### src/rtl/vend_pkg.sv
// Shared types and coin decoding for the vending credit controller.
package vend_pkg;

  typedef enum logic [1:0] {
    IDLE   = 2'd0,
    ADD    = 2'd1,
    VEND   = 2'd2,
    CHANGE = 2'd3
  } vend_state_e;

  localparam logic [1:0] COIN_NICKEL  = 2'b00;
  localparam logic [1:0] COIN_DIME    = 2'b01;
  localparam logic [1:0] COIN_QUARTER = 2'b10;
  localparam logic [1:0] COIN_INVALID = 2'b11;

  // Coin value in nickels; invalid coins are worth nothing.
  function automatic logic [2:0] coin_value(input logic [1:0] coin_type);
    logic [2:0] val;
    case (coin_type)
      COIN_NICKEL:  val = 3'd1;
      COIN_DIME:    val = 3'd2;
      COIN_QUARTER: val = 3'd5;
      default:      val = 3'd0;
    endcase
    return val;
  endfunction

endpackage

### src/rtl/credit_counter.sv
// Up/down/load counter with enable holding the credit in nickels.
module credit_counter #(
  parameter int BITS = 4
) (
  input  logic            clk,
  input  logic            reset_n,
  input  logic            en,
  input  logic            up,
  input  logic            load,
  input  logic [BITS-1:0] load_val,
  output logic [BITS-1:0] count
);

  always_ff @(posedge clk or negedge reset_n) begin
    if (!reset_n) begin
      count <= '0;
    end else if (load) begin
      count <= load_val;
    end else if (en) begin
      if (up) count <= count + 1'b1;
      else    count <= count - 1'b1;
    end
  end

endmodule

### src/rtl/vend_credit_ctrl.sv
// Credit controller: takes coins, vends at PRICE and pays change one nickel
// per cycle by stepping a shared credit counter.
//
// state  | meaning
// IDLE   | waiting for coin / select / return, coin_ready high
// ADD    | counting credit up one nickel per cycle for an accepted coin
// VEND   | counting PRICE down, dispense on the last step
// CHANGE | paying out remaining credit one nickel per cycle
module vend_credit_ctrl
  import vend_pkg::*;
#(
  parameter int BITS       = 4,
  parameter int PRICE      = 7,
  parameter int MAX_CREDIT = 15
) (
  input  logic            clk,
  input  logic            reset_n,
  input  logic            coin_valid,
  input  logic [1:0]      coin_type,
  output logic            coin_ready,
  output logic            coin_reject,
  input  logic            select,
  input  logic            return_req,
  output logic            deny,
  output logic            dispense,
  output logic            nickel_out,
  output logic [BITS-1:0] credit,
  output logic            busy
);

  localparam logic [BITS-1:0] PRICE_C = BITS'(PRICE);
  localparam logic [BITS-1:0] ONE_C   = BITS'(1);
  localparam logic [BITS+2:0] MAX_C   = (BITS+3)'(MAX_CREDIT);

  vend_state_e     state, state_d;
  logic [BITS-1:0] remaining, remaining_d;
  logic            reject_d, deny_d;
  logic            cnt_en, cnt_up;
  logic [2:0]      coin_val;
  logic [BITS+2:0] coin_sum;

  assign coin_val   = coin_value(coin_type);
  // Widened sum so an over-limit coin is caught instead of wrapping.
  assign coin_sum   = {3'b000, credit} + {{BITS{1'b0}}, coin_val};
  assign coin_ready = (state == IDLE);
  assign busy       = (state != IDLE);

  credit_counter #(.BITS(BITS)) u_credit_counter (
    .clk      (clk),
    .reset_n  (reset_n),
    .en       (cnt_en),
    .up       (cnt_up),
    .load     (1'b0),
    .load_val ('0),
    .count    (credit)
  );

  always_ff @(posedge clk or negedge reset_n) begin
    if (!reset_n) begin
      state       <= IDLE;
      remaining   <= '0;
      coin_reject <= 1'b0;
      deny        <= 1'b0;
    end else begin
      state       <= state_d;
      remaining   <= remaining_d;
      coin_reject <= reject_d;
      deny        <= deny_d;
    end
  end

  always_comb begin
    state_d     = state;
    remaining_d = remaining;
    cnt_en      = 1'b0;
    cnt_up      = 1'b0;
    reject_d    = 1'b0;
    deny_d      = 1'b0;
    dispense    = 1'b0;
    nickel_out  = 1'b0;
    case (state)
      IDLE: begin
        if (coin_valid) begin
          if (coin_type == COIN_INVALID || coin_sum > MAX_C) begin
            reject_d = 1'b1;
          end else begin
            remaining_d = BITS'(coin_val);
            state_d     = ADD;
          end
        end else if (select) begin
          if (credit >= PRICE_C) begin
            remaining_d = PRICE_C;
            state_d     = VEND;
          end else begin
            deny_d = 1'b1;
          end
        end else if (return_req) begin
          if (credit != '0) state_d = CHANGE;
        end
      end
      ADD: begin
        cnt_en      = 1'b1;
        cnt_up      = 1'b1;
        remaining_d = remaining - 1'b1;
        if (remaining == ONE_C) state_d = IDLE;
      end
      VEND: begin
        cnt_en      = 1'b1;
        remaining_d = remaining - 1'b1;
        if (remaining == ONE_C) begin
          dispense = 1'b1;
          state_d  = (credit > ONE_C) ? CHANGE : IDLE;
        end
      end
      CHANGE: begin
        if (credit != '0) begin
          cnt_en     = 1'b1;
          nickel_out = 1'b1;
        end else begin
          state_d = IDLE;
        end
      end
      default: state_d = IDLE;
    endcase
  end

endmodule

### config.mk
export PLATFORM = sky130hd
export DESIGN_NAME = vend_credit_ctrl
export DESIGN_NICKNAME = d
export VERILOG_FILES = /design/src/rtl/vend_pkg.sv /design/src/rtl/credit_counter.sv /design/src/rtl/vend_credit_ctrl.sv
export SDC_FILE = /design/constraint.sdc
export NUM_CORES = 1
export LEC_CHECK = 0
export CAP_MARGIN = 10
export CORE_MARGIN = 1.5
export CORE_UTILIZATION = 30
export CTS_BUF_LIST = sky130_fd_sc_hd__clkbuf_16
export DETAILED_ROUTE_END_ITERATION = 8
export PLACE_DENSITY = 0.5
export SKIP_CTS_REPAIR_TIMING = 1
export SLEW_MARGIN = 20
export SYNTH_ARGS = -nofsm -noshare
export SYNTH_HDL_FRONTEND = slang
export SYNTH_SLANG_ARGS = --single-unit
### constraint.sdc
create_clock -name clk -period 2.1 [get_ports clk]
set_input_delay 0.315 -clock clk [delete_from_list [all_inputs] [get_ports clk]]
set_output_delay 0.315 -clock clk [all_outputs]
set_load 0.1 [all_outputs]
* Yosys cells after proc, flatten, opt, wreduce, memory -nomap -nowiden
Index checks and enable logic that the tools add are counted.
Storage, ports and cells: bits in registers 12, latch bits 0, bits in writable memories 0, ROM bits 0, output and inout bits 10, logic and storage cells 68, memories 0
Cells by class: $add $sub $neg 4, multiply operators 0, div/mod/pow operators 0, order comparisons 3, eq/ne operators 16, shifts and indexed selects 0, multiplexer cells 31, bitwise operators 0, reduce and logical (&&, ||, !) cells 9
Operators by type and width (count):
- 2-bit 2-to-1 mux | 10
- 4-bit 2-to-1 mux | 5
- 1-bit 2-to-1 mux | 12
- 3-bit case mux with 3 select lines | 1
- 2-bit == test, second input constant | 4
- 4-bit by 2-bit inequality test with 1-bit output, second input constant | 2
- 2-bit case mux with 4 select lines | 1
- 4-bit case mux with 2 select lines | 1
- 4-bit by 1-bit subtractor with 4-bit output, second input constant | 2
- 7-bit AND reduction | 1
- 2-bit inequality test, second input constant | 3
- 3-bit by 2-bit inequality test with 1-bit output, second input constant | 2
- 4-bit by 3-bit adder with 5-bit output | 1
- 5-bit by 4-bit > comparator with 1-bit output, second input constant | 1
- 4-bit by 1-bit adder with 4-bit output, second input constant | 1
- 2-bit by 1-bit == test with 1-bit output, second input constant | 2
- 4-bit by 1-bit == test with 1-bit output, second input constant | 1
- 4-bit by 3-bit >= comparator with 1-bit output, second input constant | 1
- 4-bit by 1-bit > comparator with 1-bit output, second input constant | 1
- 2-bit logical NOT | 2
- 4-bit by 3-bit inequality test with 1-bit output, second input constant | 1
- 4-bit AND reduction | 1
- 2-bit nonzero test | 2
- 4-bit nonzero test | 1
- 4 further kinds | 4

* Depth between registers and ports, before layout
depth after elaboration 8, gate-level depth with buffers 8, depth with buffers taken out 8

* Cells and area by module
From an unflattened synthesis, not the netlist that was laid out.
Second synthesis, totals: cells, all modules 109, area, all modules 996.0 µm²
Modules (own cells, without submodules):
- vend_credit_ctrl | times used 1, cells each 77, area an instance 684.4 µm²
- credit_counter | times used 1, cells each 32, area an instance 311.5 µm²

* Worst setup path before layout
No wires, ideal clock.
path type register to register, start point register state[0], end point register state[1], library setup time 0.126 ns, data arrival time 3.017 ns, required time 1.974 ns, path slack -1.043 ns, stages on the path, launching flop included 8, period minus slack after synthesis 3.143 ns, path through dfrtp_1 -> inv_1 -> ha_1 -> inv_1 -> a2111oi_0 -> or4_4 -> nor2_1 -> o32a_1
On the way: cells in the longest elaborated chain, start to end 3, elaborated cells between the ends (all ways) 13, those cells by class 10 x eq/ne; 1 x mux; 2 x reduce/logical
Ends and longest elaborated chain:
- from (decl) | RTL line vend_credit_ctrl.sv:35 | vend_state_e state, state_d;
- from (signal assigned) | RTL line vend_credit_ctrl.sv:65 | state <= state_d;
- 2-bit logical NOT *
- named net coin_ready | RTL line vend_credit_ctrl.sv:20 | output logic coin_ready,
- 4-bit by 3-bit inequality test with 1-bit output (no line), or another cell as far along
- 7-bit AND reduction (no line)
Mark *: on every way through the listed nets, which the timed path passes. The rest lies on a longest branch. A chain may end at the register's enable or synchronous reset.

* Final worst setup path
start point register u_credit_counter.count[0], end point register state[0]
On the way: cells in the longest elaborated chain, start to end 5, elaborated cells between the ends (all ways) 14, those cells by class 1 x add/sub; 3 x order compare; 4 x eq/ne; 3 x mux; 3 x reduce/logical
Ends and longest elaborated chain:
- from (decl) | RTL line credit_counter.sv:11 | output logic [BITS-1:0] count
- from (signal assigned) | RTL line credit_counter.sv:18 | count <= load_val;
- from (signal assigned) | RTL line credit_counter.sv:20 | if (up) count <= count + 1'b1;
- from (signal assigned) | RTL line credit_counter.sv:21 | else count <= count - 1'b1;
- 4-bit by 3-bit adder with 5-bit output | RTL line vend_credit_ctrl.sv:44 | assign coin_sum = {3'b000, credit} + {{BITS{1'b0}}, coin_val};
- 5-bit by 4-bit > comparator with 1-bit output | RTL line vend_credit_ctrl.sv:84 | if (coin_type == COIN_INVALID || coin_sum > MAX_C) begin
- 1-bit logical OR | RTL line vend_credit_ctrl.sv:84
- 3-bit inequality test (no line)
- 7-bit AND reduction (no line)
Parallel ways exist; a longest one is shown, timed or not. The select of a mux whose other input is x is not followed.

==> flow_metrics.tcl <==
set metrics [dict create \
    outcome "finished, violations left" \
    violations "negative setup slack" \
    grt_pass1_wl_mm 3.79 \
    path_max_fanout 4 \
    hold_viol 0 \
    ys_seq_elements 12 \
    tightestPinTransition_ps 591 \
    synth_edf_count 0 \
    synth_top_family_by_area "simple AND/OR/NAND/NOR gates" \
    cts-root-buf "clkbuf_16" \
    die_area_sq_um 3270 \
    synthCells 94 \
    ant_nets 0 \
    synth-compound-area-share_pct 14.8 \
    dpl-instance-area_sq_um 1240 \
    synthArstFlopShare_pct 100 \
    clock_skew_ps 0.370 \
    ios 17 \
    fin_area_sq_um 1330 \
    slew_violations 0 \
    core_area_sq_um 2780 \
    cts.sink_count 12 \
    cp-end-kind "flop" \
    min_path_type "in2async" \
    ys_seq_area_share_pct 34.1 \
    drt-wirelength-per-cell_microns 13.6 \
    gp_congestion 0.839 \
    synth_ff_type "dfrtp_1" \
    cts_max_path_buffers 2 \
    timing.hold.ws_ps 451 \
    drt_iter0_drc 4 \
    io_buffers 16 \
    first_pass_iters 3 \
    avgSynthCellArea_sq_um 9.37 \
    r2r-end "state[0]" \
    reg2reg_from "u_credit_counter.count[0]" \
    grt_max_degree 13 \
    synth_cell_types 34 \
    slew_headroom_pct 60.4 \
    rrSetupSlack_ps -90 \
    post-dp-hpwl_mm 1.72 \
    wl_mm 2.18 \
    drc 0 \
    gr-total-overflow 0 \
    dieHeight_microns 57.2 \
    fin_crit_ps 2190 \
    synthMuxAreaShare_pct 3.55 \
    synth-adder-area-share_pct 19.3 \
    vias_per_cell 5.03 \
    grt_setup_unrepaired "true" \
    rows 19 \
    grt_usage_pct 14.9 \
    synth_nets 114 \
    finalCritPeriodShare_pct 104 \
    cts_buffers 3 \
    cp.required_ps 2220 \
    drive_above_1_share_pct 33.3 \
    die_w_microns 57.2 \
    synth_warnings 0 \
    fin_util_pct 47.8 \
    vias 805 \
    setup_ws_ps -91.9 \
    synth_area_sq_um 881 \
    finalSetupViolations 3 \
    diodes 0 \
    fmax_mhz 456 \
    nets 150 \
    drv_cap 0 \
    cts_tree "built" \
    antenna_found_initial 0 \
    path_class "reg2reg" \
    synthSimpleGateAreaFrac_pct 19.6 \
    yosys.area_share.xor_xnor_pct 3.98 \
    rr_worst_depth 6 \
    grt_pass1_vias 831 \
    initial_utilization_pct 31.7 \
    critPathLaunchType "flop" \
    area_growth_pct 51.0 \
    clk_pin_slew_ps 40 \
    crit_arrival_ps 2310 \
    clock_latency_ps 240 \
    htreeDepth 1 \
]
registers in the layout, summed over array words and instances (netlist names):
name / cells
coin_reject: 1
deny: 1
remaining: 4
state: 2
u_credit_counter.count: 4
cell families after synthesis:
group | after synthesis
muxes | 3
DFF | 12
xor gates and xnor gates | 4
buffers and inverters | 11
adders and majority gates | 13
and+or+nand+nor | 32
AOI/OAI and AO/OA | 19
stage by stage:
step                      std cells  worst slack [ps]  TNS, ps
after floorplan                  94              -458    -1690
after global placement          155              -189     -865
after detailed placement        155              -205     -944
after CTS                       159              -162     -309
after global routing            160              -165     -567
final                           160             -91.9     -226
cell usage in the layout (no fill, tap or decap), drive strengths merged, types with 2 or more instances in the layout:
cell type and count:
clkbuf 3, nor3 2, mux2i 2, nor2b 3, ha 12, and3 2, a21oi 6, xnor2 3
buf 26, inv 10, nor2 9, clkdlybuf4s50 6, nand2 7, o21ai 4, dfrtp 12
layer usage:
| layer | part of all wire, % | vias to the layer above | wire, microns | GRT usage (%) |
|---|---|---|---|---|
| li1 | - | 398 | - | - |
| met1 | 44 | 390 | 957 | 17.2 |
| met2 | 51 | 14 | 1120 | 26.6 |
| met3 | 4.4 | 3 | 95 | 5.22 |
| met4 | 0.41 | 0 | 9 | 3.32 |
| met5 | 0 | - | 0 | 0 |
synth_stat cells (all sizes together) (2+ instances only):
cell type / count / area, sq um
dfrtp: 12 / 300
nor3: 2 / 10.0
nor2: 9 / 33.8
mux2i: 2 / 20.0
a21oi: 6 / 30.0
xnor2: 3 / 26.3
o21ai: 4 / 20.0
nand2: 7 / 26.3
and3: 2 / 12.5
ha: 12 / 150
inv: 10 / 37.5
nor2b: 3 / 18.8
critical path, cell delays in order, from the launching register on:
cell,delay [ps]
dfrtp_4,470
inv_2,60
ha_1,130
or3b_4,390
and2_4,150
or4_4,550
o41a_1,320
cell type report:
type | instances | area (sq um)
clock inverter | 1 | 3.75
timing repair buffer | 32 | 305
sequential | 12 | 310
tap | 31 | 38.8
multi-input combinational | 71 | 556
fill | 291 | 1450
inverter | 10 | 41.3
clock buffer | 3 | 75.1
worst max-delay path by stage:
stage,end,cells past startpoint,startpoint,slack (ps)
after detailed placement,remaining[1],8,coin_type[0],-200
after floorplan,state[0],6,u_credit_counter.count[0],-460
final,state[0],6,u_credit_counter.count[0],-90
after CTS,state[0],6,u_credit_counter.count[0],-160
after global placement,remaining[1],8,coin_type[0],-190
after global routing,state[0],6,u_credit_counter.count[0],-160
Power is not shown: default switching activity piles up to over one toggle a cycle in this logic, so the estimate is an artifact.
